### src/rtl/sipo_frame_pkg.sv
`default_nettype none
// +----------------------------------------------------------------------+
// | Module   : sipo_frame_pkg                                            |
// | Purpose  : Shared types and constants for the serial-frame receiver. |
// | Revision : 1.0  initial release                                      |
// +----------------------------------------------------------------------+
package sipo_frame_pkg;

    // Receive sequencer states; PARITY is only reachable in parity builds
    typedef enum logic [2:0] {
        IDLE   = 3'd0,
        START  = 3'd1,
        DATA   = 3'd2,
        PARITY = 3'd3,
        STOP   = 3'd4
    } state_t;

    // Number of flops between the asynchronous pin and the sequencer
    localparam int SYNC_DEPTH = 2;

endpackage
`default_nettype wire

### src/rtl/sipo_shift_reg.sv
`default_nettype none
// +----------------------------------------------------------------------+
// | Module   : sipo_shift_reg                                            |
// | Purpose  : WIDTH-bit serial-in/parallel-out shift register, shifting |
// |            right with the new bit entering at the MSB.               |
// | Revision : 1.0  initial release                                      |
// +----------------------------------------------------------------------+
module sipo_shift_reg #(
    parameter int WIDTH = 4
) (
    input  logic             Clk,
    input  logic             reset_n,
    input  logic             ShiftIn,
    input  logic             ShiftEn,
    output logic [WIDTH-1:0] ParallelOut,
    output logic             ShiftOut
);

    logic [WIDTH-1:0] sr_q;
    logic [WIDTH-1:0] sr_d;

    // Shift right by one only when enabled, so the first bit ends in bit 0
    always_comb begin
        sr_d = sr_q;
        if (ShiftEn) begin
            sr_d = {ShiftIn, sr_q[WIDTH-1:1]};
        end
    end

    // Register stage with asynchronous clear
    always_ff @(posedge Clk or negedge reset_n) begin
        if (!reset_n) begin
            sr_q <= '0;
        end else begin
            sr_q <= sr_d;
        end
    end

    assign ParallelOut = sr_q;
    assign ShiftOut    = sr_q[0];

endmodule
`default_nettype wire

### src/rtl/sipo_frame_controller.sv
`default_nettype none
// +----------------------------------------------------------------------+
// | Module   : sipo_frame_controller                                     |
// | Purpose  : Serial frame receiver: start-bit qualification, mid-bit   |
// |            sampling of WIDTH data bits, stop-bit check and a         |
// |            one-entry valid/ready holding register.                   |
// | Options  : define SIPO_FRAME_PARITY_EN to add an even-parity bit     |
// |            between data and stop, plus the ParityErr output.         |
// | Revision : 1.0  initial release                                      |
// +----------------------------------------------------------------------+
module sipo_frame_controller
    import sipo_frame_pkg::*;
#(
    parameter int WIDTH = 4,   // data bits per frame, >= 2
    parameter int DIV   = 4    // clocks per bit period, even, >= 4
) (
    input  logic             Clk,
    input  logic             reset_n,
    input  logic             SerialIn,
    input  logic             DataReady,
    output logic [WIDTH-1:0] Data,
    output logic             DataValid,
    output logic             FrameErr,
    output logic             Overrun,
`ifdef SIPO_FRAME_PARITY_EN
    output logic             ParityErr,
`endif
    output logic             Busy,
    output logic             ShiftEn
);

    localparam int CNT_W = $clog2(DIV);
    localparam int BIT_W = $clog2(WIDTH);

    localparam logic [CNT_W-1:0] HALF_LAST = CNT_W'(DIV / 2 - 1);
    localparam logic [CNT_W-1:0] FULL_LAST = CNT_W'(DIV - 1);
    localparam logic [BIT_W-1:0] BIT_LAST  = BIT_W'(WIDTH - 1);

    state_t                state_q,     state_d;
    logic [CNT_W-1:0]      cnt_q,       cnt_d;
    logic [BIT_W-1:0]      bit_cnt_q,   bit_cnt_d;
    logic [SYNC_DEPTH-1:0] sync_q,      sync_d;
    logic [WIDTH-1:0]      data_q,      data_d;
    logic                  valid_q,     valid_d;
    logic                  frame_err_q, frame_err_d;
    logic                  overrun_q,   overrun_d;
`ifdef SIPO_FRAME_PARITY_EN
    logic                  parity_bad_q, parity_bad_d;
    logic                  parity_err_q, parity_err_d;
`endif

    logic                  sin_s;
    logic                  shift_en;
    logic                  frame_good;
    logic [WIDTH-1:0]      sr_word;
    logic                  sr_shift_out_unused;  // serial-out has no consumer here

    assign sin_s = sync_q[SYNC_DEPTH-1];

    sipo_shift_reg #(
        .WIDTH (WIDTH)
    ) u_shift_reg (
        .Clk         (Clk),
        .reset_n     (reset_n),
        .ShiftIn     (sin_s),
        .ShiftEn     (shift_en),
        .ParallelOut (sr_word),
        .ShiftOut    (sr_shift_out_unused)
    );

    // Move the pin through the synchronizer chain, oldest bit at the top
    always_comb begin
        sync_d = {sync_q[SYNC_DEPTH-2:0], SerialIn};
    end

    // Sequencer: next state, bit timing, shift pulses and handshake update
    always_comb begin
        state_d     = state_q;
        cnt_d       = cnt_q + CNT_W'(1);
        bit_cnt_d   = bit_cnt_q;
        shift_en    = 1'b0;
        data_d      = data_q;
        valid_d     = valid_q & ~DataReady;
        frame_err_d = 1'b0;
        overrun_d   = 1'b0;
        frame_good  = 1'b0;
`ifdef SIPO_FRAME_PARITY_EN
        parity_bad_d = parity_bad_q;
        parity_err_d = 1'b0;
`endif

        case (state_q)
            IDLE: begin
                cnt_d = '0;
                if (!sin_s) begin
                    state_d = START;
                end
            end

            START: begin
                // Re-check the line at mid start bit to reject glitches
                if (cnt_q == HALF_LAST) begin
                    cnt_d     = '0;
                    bit_cnt_d = '0;
                    state_d   = sin_s ? IDLE : DATA;
                end
            end

            DATA: begin
                if (cnt_q == FULL_LAST) begin
                    cnt_d    = '0;
                    shift_en = 1'b1;
                    if (bit_cnt_q == BIT_LAST) begin
                        bit_cnt_d = '0;
`ifdef SIPO_FRAME_PARITY_EN
                        state_d   = PARITY;
`else
                        state_d   = STOP;
`endif
                    end else begin
                        bit_cnt_d = bit_cnt_q + BIT_W'(1);
                    end
                end
            end

`ifdef SIPO_FRAME_PARITY_EN
            PARITY: begin
                // Even parity: data bits plus parity bit must hold an even count of ones
                if (cnt_q == FULL_LAST) begin
                    cnt_d        = '0;
                    parity_bad_d = ^{sr_word, sin_s};
                    state_d      = STOP;
                end
            end
`endif

            STOP: begin
                if (cnt_q == FULL_LAST) begin
                    cnt_d       = '0;
                    state_d     = IDLE;
                    frame_err_d = ~sin_s;
`ifdef SIPO_FRAME_PARITY_EN
                    parity_err_d = parity_bad_q;
                    frame_good   = sin_s & ~parity_bad_q;
`else
                    frame_good   = sin_s;
`endif
                    if (frame_good) begin
                        if (!valid_q || DataReady) begin
                            data_d  = sr_word;
                            valid_d = 1'b1;
                        end else begin
                            overrun_d = 1'b1;
                        end
                    end
                end
            end

            default: begin
                state_d = IDLE;
                cnt_d   = '0;
            end
        endcase
    end

    // State and output registers, cleared asynchronously so a reset aborts any frame
    always_ff @(posedge Clk or negedge reset_n) begin
        if (!reset_n) begin
            state_q      <= IDLE;
            cnt_q        <= '0;
            bit_cnt_q    <= '0;
            sync_q       <= '1;
            data_q       <= '0;
            valid_q      <= 1'b0;
            frame_err_q  <= 1'b0;
            overrun_q    <= 1'b0;
`ifdef SIPO_FRAME_PARITY_EN
            parity_bad_q <= 1'b0;
            parity_err_q <= 1'b0;
`endif
        end else begin
            state_q      <= state_d;
            cnt_q        <= cnt_d;
            bit_cnt_q    <= bit_cnt_d;
            sync_q       <= sync_d;
            data_q       <= data_d;
            valid_q      <= valid_d;
            frame_err_q  <= frame_err_d;
            overrun_q    <= overrun_d;
`ifdef SIPO_FRAME_PARITY_EN
            parity_bad_q <= parity_bad_d;
            parity_err_q <= parity_err_d;
`endif
        end
    end

    assign Data      = data_q;
    assign DataValid = valid_q;
    assign FrameErr  = frame_err_q;
    assign Overrun   = overrun_q;
`ifdef SIPO_FRAME_PARITY_EN
    assign ParityErr = parity_err_q;
`endif
    assign Busy      = (state_q != IDLE);
    assign ShiftEn   = shift_en;

endmodule
`default_nettype wire

### config.mk
export PLATFORM = sky130hd
export DESIGN_NAME = sipo_frame_controller
export DESIGN_NICKNAME = d
export VERILOG_FILES = /design/src/rtl/sipo_frame_pkg.sv /design/src/rtl/sipo_shift_reg.sv /design/src/rtl/sipo_frame_controller.sv
export SDC_FILE = /design/constraint.sdc
export NUM_CORES = 1
export LEC_CHECK = 0
export ABC_AREA = 1
export BUFFER_PORTS_ARGS = -buffer_cell sky130_fd_sc_hd__buf_2
export CAP_MARGIN = 20
export CORE_UTILIZATION = 58
export DETAILED_ROUTE_END_ITERATION = 8
export GPL_TIMING_DRIVEN = 0
export MAX_ROUTING_LAYER = met4
export PLACE_DENSITY = 0.8
export REMOVE_ABC_BUFFERS = 1
export SLEW_MARGIN = 20
export SYNTH_ARGS = -nofsm -noshare
export SYNTH_HDL_FRONTEND = slang
export SYNTH_SLANG_ARGS = --single-unit
### constraint.sdc
create_clock -name Clk -period 3.7 [get_ports Clk]
set_clock_uncertainty 0.2 [all_clocks]
set_input_delay 0.37 -clock Clk [delete_from_list [all_inputs] [get_ports Clk]]
set_output_delay 0.37 -clock Clk [all_outputs]
set_load 0.005 [all_outputs]
==> results.toml, run 1 <==
[placement]
hpwl_um = 1130
gp_congestion = 0.847
numPortBuffers = 12
dp.cells = 133
dp_worst_setup_slack_ps = 2050

[routing]
antenna_left = 0
drtIter0Drc = 8
post_drt_wl_per_cell_um = 11.6
remaining_drc_errors = 0
wirelength_um = 1610
vias = 712
dr.pass1.iters = 4
vias_per_cell = 5.12

[global_routing]
grt-ovfl-total = 0
grt_max_degree = 21
grt_pass1_vias = 641
grt_pass1_wl_um = 2670
grt_use_total = 0.206
antenna_found_initial = 0

[worst_setup_path]
cp-end-kind = "output pin"
start_kind = "flop"
crit_fanout = 7
rr_endpoint = "state_q[0]"
rr_worst_depth = 7
r2r-start = "cnt_q[0]"
crit_type = "reg2out"
worstPathArrival_ps = 1410
r2r_slack_ps = 2160
required_ps = 3130

[clock_network]
clock_sinks = 20
cts_root_buf = "clkbuf_4"
ctsHoldBuffers = 2
cts.path.max_buffers = 2
path_clk_slew_ps = 110
cts_tree = "yes"
post_cts_resized = 0
numCtsBuffers = 3
htreeDepth = 1
clk_latency_ps = 300
cts_setup_buffers = 0

[layout]
drive_above_1_share = 0.260
regArea_sq_um = 503
multi_input_area_sq_um = 374
final_common_cell = "nand2_1"
layout_common_cells = "nand2_1 (27), dfrtp_1 (18), buf_2 (12)"
fillers = 113
antenna_cells = 0
area_growth_pct = 16.2
stdcell_count = 139
nNetsFinal = 132

[synth]
avgSynthCellArea_sq_um = 8.96
yosys.area.top_type = "dfrtp_1"
synth_top_area_frac = 0.479
synth_area_sq_um = 941
ys_seq_area_frac = 0.535
synth-seq-cells = 20
yosys_warnings = 0
synthCells = 105
synthDistinctLibCells = 18
synthTopCellsByArea = "dfrtp_1 (48%), nand2_1 (11%), dfstp_2 (5.6%), ha_1 (5.3%), inv_1 (4.4%)"

[sta]
final-setup-viol-count = 0
hold_viol_final = 0
fin_setup_tns_ps = 0
slew_violations = 0
relSlewSlack = 0.717
worst_pin_slew_ps = 424
period_needed_ps = 1980
fmax_mhz = 505
rsz0062_at_grt = "false"
fin_crit_sh = 0.536
setup_ws_ps = 1720

[die]
die_x_um = 42.3
io_pins = 13
die_h_um = 42.3
rows = 14
die_area_sq_um = 1790
start_util = 0.625
core_region_area_sq_um = 1510

[power]
p_leak_nw = 0.603
p_total_uw = 677
ir_drop_uv = 543
cellPowerDensity_nw_per_um2 = 619

[hold_path]
hold_start = "sync_q[0]"
hold_end = "sync_q[1]"
hold_path_depth = 0
min_path_type = "reg2reg"

[flow_run]
drv_cap = 0

[status]
outcome = "finished, final reports clean"
flip-flops by register name (all words and copies together), names as in the netlist:
| register | count |
|---|---|
| Data | 4 |
| DataValid | 1 |
| FrameErr | 1 |
| Overrun | 1 |
| bit_cnt_q | 2 |
| cnt_q | 2 |
| state_q | 3 |
| sync_q | 2 |
| u_shift_reg.ParallelOut | 4 |
worst max-delay path, stage by stage (launching register included):
cell,delay (ps)
dfrtp_1,410
ha_1,370
nand2_4,120
inv_2,100
buf_2,110
layout make-up:
| type | count | share of cell area |
|---|---|---|
| clock buffers | 3 | 0.0206 |
| clock inverters | 1 | 0.0275 |
| inverters | 17 | 0.0584 |
| multi-input cells | 68 | 0.342 |
| flip-flops and latches | 20 | 0.460 |
| well taps | 16 | 0.0183 |
| repair buffers | 14 | 0.0732 |
per-stage QoR:
stage          hold WS (ps)  utilization  cell area, sq um
2_1_floorplan          -126            -               941
3_3_place_gp            128        0.678              1020
3_5_place_dp            134        0.678              1020
4_1_cts                 165        0.726              1090
5_1_grt                 166        0.726              1090
6_report                163        0.726              1090
where the power goes:
part / internal (mW) / switching [mW]
Sequential: 0.248 / 0.0292
Clock: 0.110 / 0.0653
Combinational: 0.0764 / 0.149
Total: 0.434 / 0.244
cells in the mapped netlist (all sizes together):
master,count
o21ai,8
nor2,12
dfstp,2
nand4,1
nand2,31
dfrtp,18
clkinv,1
nor4,1
a21oi,1
ha,4
inv,16
nand3,10
worst max-delay path by stage:
stage / end / slack, ps / depth (start not counted) / startpoint
6_report: ShiftEn / 1720 / 4 / cnt_q[0]
3_5_place_dp: ShiftEn / 2050 / 4 / cnt_q[0]
5_1_grt: ShiftEn / 1610 / 4 / cnt_q[0]
4_1_cts: ShiftEn / 1700 / 4 / cnt_q[0]
2_1_floorplan: ShiftEn / 2250 / 3 / cnt_q[0]
3_3_place_gp: ShiftEn / 2040 / 4 / cnt_q[0]
cell families (layout without fill, tap and decap cells):
logic type      after synthesis  count (layout)  synth area share
flops                        20              20             0.535
buf+inv                      17              35            0.0678
fa+ha+maj                     4               4            0.0532
compound gates                9               9            0.0479
simple gates                 55              55             0.297
layer usage:
metal,up-vias,GRT usage,part of all wire
met2,10,0.332,0.47
li1,365,-,-
met1,333,0.261,0.48
met5,-,-,0
met4,0,0.0938,0.019
met3,4,0.0259,0.024
Note: power is estimated with default switching activity, not from simulation.
==> inputs of run 2 (changes only) <==
- CORE_UTILIZATION: 58 -> 54
- PLACE_DENSITY: 0.8 -> 0.76
- clock period: 3.7 -> 1.9 ns (I/O delays scaled with it)
==> run 2 against run 1 <==
Net effect: largest power group unchanged; combinational power increased by 98%; critical path type unchanged; setup slack got worse by 1600 ps; the run now ends with DRC left; non-clock buffer count increased by 1; highest routed layer unchanged.
==> results.toml, run 2 (same netlist as run 1, synthesis figures left out) <==
[clock_network]
cts_root_buf = "clkbuf_4"
cts.path.max_buffers = 2
path_clk_slew_ps = 110
htreeDepth = 1
clock_sinks = 20
cts_tree = "yes"
numCtsBuffers = 3
clk_latency_ps = 300
cts_setup_buffers = 0

[sta]
period_needed_ps = 1810
fin_crit_sh = 0.952
rsz0062_at_grt = "false"
slew_violations = 0
setup_ws_ps = 91.9
final-setup-viol-count = 0
fmax_mhz = 553
hold_viol_final = 0
worst_pin_slew_ps = 419
fin_hold_ws_ps = 136
fin_setup_tns_ps = 0
relSlewSlack = 0.721

[hold_path]
min_path_type = "in2async"

[die]
die_h_um = 43.7
start_util = 0.604
io_pins = 13
die_x_um = 43.7
core_region_area_sq_um = 1560
die_area_sq_um = 1910
rows = 14

[power]
p_total_mw = 1.33
p_leak_nw = 0.605
cellPowerDensity_nw_per_um2 = 1200
ir_drop_uv = 806

[flow_run]
drv_cap = 0

[layout]
nNetsFinal = 133
layout_common_cells = "nand2_1 (27), dfrtp_1 (18), buf_2 (12)"
final_common_cell = "nand2_1"
antenna_cells = 0
utilization = 0.711
drive_above_1_share = 0.274
stdcell_area_sq_um = 1110
fillers = 120
stdcell_count = 140
area_growth_pct = 17.8

[global_routing]
grt_use_total = 0.202
grt_pass1_vias = 647
antenna_found_initial = 0
grt_max_degree = 21
grt_pass1_wl_um = 2620
grt-ovfl-total = 0

[routing]
vias_per_cell = 5.22
post_drt_wl_per_cell_um = 11.9
vias = 731
wirelength_um = 1660
antenna_left = 0
drtIter0Drc = 8
remaining_drc_errors = 2
dr.pass1.iters = 6

[status]
failed_checks = "DRC"
outcome = "finished, violations left"

[worst_setup_path]
crit_type = "reg2out"
start_kind = "flop"
worstPathArrival_ps = 1420
cp-end-kind = "output pin"
rr_worst_depth = 7
crit_fanout = 7
required_ps = 1510

[placement]
dp_worst_setup_slack_ps = 387
placed_area_sq_um = 1020
numPortBuffers = 12
gp_congestion = 0.834
dp.cells = 133
hpwl_um = 1190
-- run 2: cell count changes in the layout (fill, tap and decap cells not counted) --
| cell | change |
|---|---|
| dlygate4sd3_1 | +1 |
| ha_1 | -1 |
| ha_2 | +1 |
| nor2_1 | -1 |
| nor2_2 | +1 |
-- run 2: layer usage --
metal  track usage  part of all wire  up-vias
li1              -                 -      366
met1         0.242              0.43      345
met2         0.319              0.50       15
met3        0.0250             0.036        5
met4         0.131             0.031        0
met5             -                 0        -
-- run 2: worst max-delay path, stage by stage, from the launching register on --
cell and delay [ps]:
dfrtp_1 460, nor2_2 140, nand2_1 100, inv_2 120
nand2_4 90, inv_2 100, buf_2 110
-- run 2: layout make-up --
class,count,area (sq um),area share
Inverter,17,63.8,0.0576
Clock buffer,3,22.5,0.0203
Tap cell,16,20.0,0.0181
Multi-Input combinational cell,68,379,0.342
Timing Repair Buffer,15,90.1,0.0813
Clock inverter,1,30.0,0.0271
Sequential cell,20,503,0.454
-- run 2: power by group --
part | internal, mW | total, mW | switching [mW]
sequential | 0.482 | 0.544 | 0.0618
combinational | 0.153 | 0.448 | 0.295
clock | 0.213 | 0.343 | 0.130
total | 0.848 | 1.33 | 0.486
-- run 2: worst paths after layout --
check                      slack, ps         end  startpoint
max                               90     ShiftEn  state_q[2]
min                              140   DataValid     reset_n
max reg2reg                      420  state_q[0]    cnt_q[0]
min reg2reg                      170   sync_q[1]   sync_q[0]
max in group asynchronous       1040   sync_q[0]     reset_n
min in group Clk                 170   sync_q[1]   sync_q[0]
-- run 2: timing repair --
item                       in CTS  in global routing
gates resized for setup         0                  2
hold endpoints to repair       22                  0
setup endpoints to repair       0                  1
hold buffers                    3                  0
